### src/rtl/uart_rx.sv
// uart_rx: 8N1 serial receiver with a one-entry holding register.
// Flags framing errors and overruns as one-cycle pulses.
module uart_rx #(
  parameter int BIT_CYCLES = 5209,
  parameter int HALF_BIT   = BIT_CYCLES / 2
) (
  input  logic       sclk,
  input  logic       reset,
  input  logic       rxd,
  output logic [7:0] rx_data,
  output logic       rx_valid,
  input  logic       rx_ack,
  output logic       frame_err,
  output logic       overrun,
  output logic       busy
);

  typedef enum logic [2:0] {
    IDLE,
    START,
    DATA,
    STOP,
    BRK
  } state_t;

  localparam logic [13:0] BIT_LD  = 14'(BIT_CYCLES - 1);
  localparam logic [13:0] HALF_LD = 14'(HALF_BIT - 1);

  state_t      state;
  state_t      state_nx;
  logic        s1;
  logic        rx_s;
  logic [13:0] cnt;
  logic [2:0]  idx;
  logic [7:0]  shift;
  logic        cnt_zero;
  logic        deliver;
  logic        ferr_hit;

  assign cnt_zero = (cnt == 14'd0);

  // Two-flop synchronizer; idles high so reset never looks like a start bit.
  always_ff @(posedge sclk) begin
    if (reset) begin
      s1   <= 1'b1;
      rx_s <= 1'b1;
    end else begin
      s1   <= rxd;
      rx_s <= s1;
    end
  end

  // State register.
  always_ff @(posedge sclk) begin
    if (reset) state <= IDLE;
    else       state <= state_nx;
  end

  // Next-state logic.
  always_comb begin
    state_nx = state;
    unique case (state)
      IDLE:  if (!rx_s) state_nx = START;
      START: if (cnt_zero) state_nx = rx_s ? IDLE : DATA;
      DATA:  if (cnt_zero && idx == 3'd7) state_nx = STOP;
      STOP:  if (cnt_zero) state_nx = rx_s ? IDLE : BRK;
      BRK:   if (rx_s) state_nx = IDLE;
      default: state_nx = IDLE;
    endcase
  end

  // Decoded FSM outputs.
  always_comb begin
    busy     = (state != IDLE);
    deliver  = (state == STOP) && cnt_zero && rx_s;
    ferr_hit = (state == STOP) && cnt_zero && !rx_s;
  end

  // Bit timer, bit index and shift register.
  always_ff @(posedge sclk) begin
    if (reset) begin
      cnt   <= 14'd0;
      idx   <= 3'd0;
      shift <= 8'd0;
    end else begin
      unique case (state)
        IDLE: begin
          if (!rx_s) cnt <= HALF_LD;
        end
        START: begin
          if (!cnt_zero) begin
            cnt <= cnt - 14'd1;
          end else if (!rx_s) begin
            cnt <= BIT_LD;
            idx <= 3'd0;
          end
        end
        DATA: begin
          if (!cnt_zero) begin
            cnt <= cnt - 14'd1;
          end else begin
            shift[idx] <= rx_s;
            cnt        <= BIT_LD;
            if (idx != 3'd7) idx <= idx + 3'd1;
          end
        end
        STOP: begin
          if (!cnt_zero) cnt <= cnt - 14'd1;
        end
        default: begin
        end
      endcase
    end
  end

  // Holding register with ack handshake and status pulses.
  always_ff @(posedge sclk) begin
    if (reset) begin
      rx_data   <= 8'h00;
      rx_valid  <= 1'b0;
      frame_err <= 1'b0;
      overrun   <= 1'b0;
    end else begin
      frame_err <= ferr_hit;
      overrun   <= deliver && rx_valid && !rx_ack;
      if (deliver) begin
        if (!rx_valid || rx_ack) begin
          rx_data  <= shift;
          rx_valid <= 1'b1;
        end
      end else if (rx_ack) begin
        rx_valid <= 1'b0;
      end
    end
  end

endmodule

### config.mk
export PLATFORM = sky130hd
export DESIGN_NAME = uart_rx
export DESIGN_NICKNAME = d
export VERILOG_FILES = /design/src/rtl/uart_rx.sv
export SDC_FILE = /design/constraint.sdc
export NUM_CORES = 1
export LEC_CHECK = 0
export CORE_AREA = 2 2 71 73
export DETAILED_ROUTE_END_ITERATION = 8
export DIE_AREA = 0 0 73 75
export GPL_TIMING_DRIVEN = 1
export HOLD_SLACK_MARGIN = 0.03
export PLACE_DENSITY = 0.73
export SLEW_MARGIN = 20
export SYNTH_ARGS = -nofsm -noshare
export SYNTH_HDL_FRONTEND = slang
export SYNTH_SLANG_ARGS = --single-unit
export TNS_END_PERCENT = 100
### constraint.sdc
create_clock -name sclk -period 4 [get_ports sclk]
set_input_delay 0.8 -clock sclk [delete_from_list [all_inputs] [get_ports sclk]]
set_output_delay 0.8 -clock sclk [all_outputs]
set_load 0.1 [all_outputs]
==> impl_metrics.yaml <==
status:
  outcome: "complete, no violations"
yosys:
  synth_area_um2: 2060
  ys_async_sr_fraction: 0
  ys_ff_latch: 41
  synth_ff_type: "dfxtp_1"
  syn_avg_cell_area_um2: 8.77
  synth_edf_count: 0
  yosysSeqAreaShare: 0.398
  ys_types: 45
  syn-num-nets: 243
  yosys_warnings: 0
  syn_inst: 235
hold_path:
  hp-class: "reg2reg"
  hold_start: "s1"
floorplan:
  start_util: 0.442
  ios: 16
  core_area_um2: 4660
  chipHeight_um: 75
  die_x_um: 73
  fp-row-count: 25
  die_area_um2: 5480
timing:
  fin_crit_ps: 2620
  setup_tns_ps: 0
  fin_crit_sh: 0.655
  fin_ws_ps: 1380
  worst_pin_slew_ps: 969
  setup_viol: 0
  finClkSkew_ps: 3.87
  max_freq_mhz: 382
  rsz0062_at_grt: "false"
  hold_ws_ps: 416
  finalMaxSlewViolations: 0
  hold_viol: 0
  relSlewSlack: 0.352
cells_and_area:
  fin_nets: 253
  area_delta_synth_final_pct: 14.0
  final_layout_size_suffix_gt1_frac: 0.0935
  diodes: 0
  final_cells: 300
pwr:
  leakagePower_nw: 0.830
  power_density_nw_per_um2: 439
  irDropWorstVdd_v: 0.000234
clock_network:
  htreeDepth: 2
  clock_sinks: 41
  cts_buffers: 5
  clk_pin_slew_ps: 80
  cts_hold_buf: 0
  root_buffer: "clkbuf_8"
  cts_tree: "built"
  clk_latency_ps: 300
  cts_buffer_depth: 2
  cts_resized: 0
  postCtsSetupBuffers: 0
flow_run:
  maxCapViolations: 0
global_routing:
  overflow: 0
  track_usage: 0.174
  antenna_found_initial: 0
  grt_max_degree: 28
  grt_pass1_wl_um: 7500
  grt_pass1_vias: 1604
placement:
  gp_congestion: 0.938
  place_hpwl_um: 3020
  portBuffers: 15
  dpl.cell_count: 292
  dp_slack_ps: 1270
setup_path:
  worstPathMaxFanout: 8
  r2r_end: "rx_data[5]"
  criticalPathCategory: "reg2reg"
  timing.rr.start: "cnt[0]"
  crit_arrival_ps: 2810
  required_ps: 4190
  worstSetupStartpointType: "register"
  rr_worst_depth: 7
  crit_end: "rx_data[5]"
  reg2reg_setup_slack_ps: 1380
  crit_path_start: "cnt[0]"
  critical_path.endpoint_type: "register"
detailed_routing:
  avgViaCountPerCell: 5.93
  vias: 1778
  drc: 0
  drt_iter0_drc: 157
  first_pass_iters: 4
  routedWlPerCell_um: 15.0
  routed_wl_um: 4500
  ant_nets: 0
layout make-up:
type,instances,area [um2]
Clock inverter,3,46.3
Timing Repair Buffer,16,155
Multi-Input combinational cell,175,1170
Sequential cell,41,821
Fill cell,428,2310
Tap cell,54,67.6
Clock buffer,5,68.8
Inverter,6,22.5
worst max-delay path, cell delays in order, from the launching register on:
cell and delay [ps]:
dfxtp_1 340, inv_1 120, ha_1 170, or4b_4 510
or4_4 570, nor3_4 490, mux2i_1 260, nor2_1 50
per-layer routing:
| metal | routed length [um] | part of all wire | global-route usage | up-vias |
|---|---|---|---|---|
| li1 | - | - | - | 905 |
| met1 | 2290 | 0.51 | 0.257 | 814 |
| met2 | 1900 | 0.42 | 0.245 | 51 |
| met3 | 248 | 0.055 | 0.0375 | 8 |
| met4 | 68 | 0.015 | 0.0720 | 0 |
| met5 | 0 | 0 | 0 | - |
layout by cell type, fill, tap and decap left out, types with 6 or more instances in the layout:
cell type        count
o21ai_0              6
nor3_1               8
nor2_1              30
nor4_1               6
nand2_1              6
mux2i_1             16
dfxtp_1             41
clkdlybuf4s50_1     14
nand4_1              8
a21oi_1             21
inv_1                6
nand2b_1             8
cells by family after synthesis:
group	Yosys count	synth area share
mux	16	0.0777
flops	41	0.398
simple gates	95	0.260
buf+inv	19	0.0425
fa+ha+maj	4	0.0243
compound gates	59	0.193
xor+xnor	1	0.00425
Yosys cell counts (4+ instances only):
cell type | n | share of area
a21oi_1 | 21 | 0.051
o21ai_0 | 6 | 0.015
a31oi_1 | 4 | 0.012
nand3_1 | 5 | 0.012
a211oi_1 | 5 | 0.018
nor2_1 | 30 | 0.055
a311oi_1 | 4 | 0.017
nor3_1 | 8 | 0.019
nor4_1 | 7 | 0.021
dfxtp_1 | 41 | 0.40
mux2i_1 | 16 | 0.078
nand2_1 | 6 | 0.011
ha_1 | 4 | 0.024
clkbuf_1 | 10 | 0.018
nand4_1 | 8 | 0.024
inv_1 | 6 | 0.011
nand2b_1 | 8 | 0.024
per-stage QoR:
stage          area, um2  power [mW]   util
3_3_place_gp        2220       0.683  0.477
6_report            2350        1.03  0.504
4_1_cts             2340        1.03  0.502
3_5_place_dp        2220       0.685  0.477
5_1_grt             2350        1.08  0.504
2_1_floorplan       2060       0.649      -
state kept, by name, indices dropped and copies added (netlist names):
register / flops
rx_valid: 1
rx_data: 8
shift: 8
idx: 3
frame_err: 1
state: 3
s1: 1
overrun: 1
cnt: 14
rx_s: 1
worst min-delay path by stage:
| stage | depth (start not counted) | end |
|---|---|---|
| 2_1_floorplan | 1 | rx_s |
| 3_3_place_gp | 1 | rx_s |
| 3_5_place_dp | 1 | rx_s |
| 4_1_cts | 1 | rx_s |
| 5_1_grt | 1 | rx_s |
| 6_report | 1 | rx_s |
power by group:
part / switching [mW] / internal [mW] / total [mW] / leakage, nW
clock network: 0.154 / 0.187 / 0.340 / 0.0543
logic: 0.150 / 0.0880 / 0.238 / 0.443
registers: 0.0274 / 0.425 / 0.453 / 0.332
(Power assumes the default switching activity.)
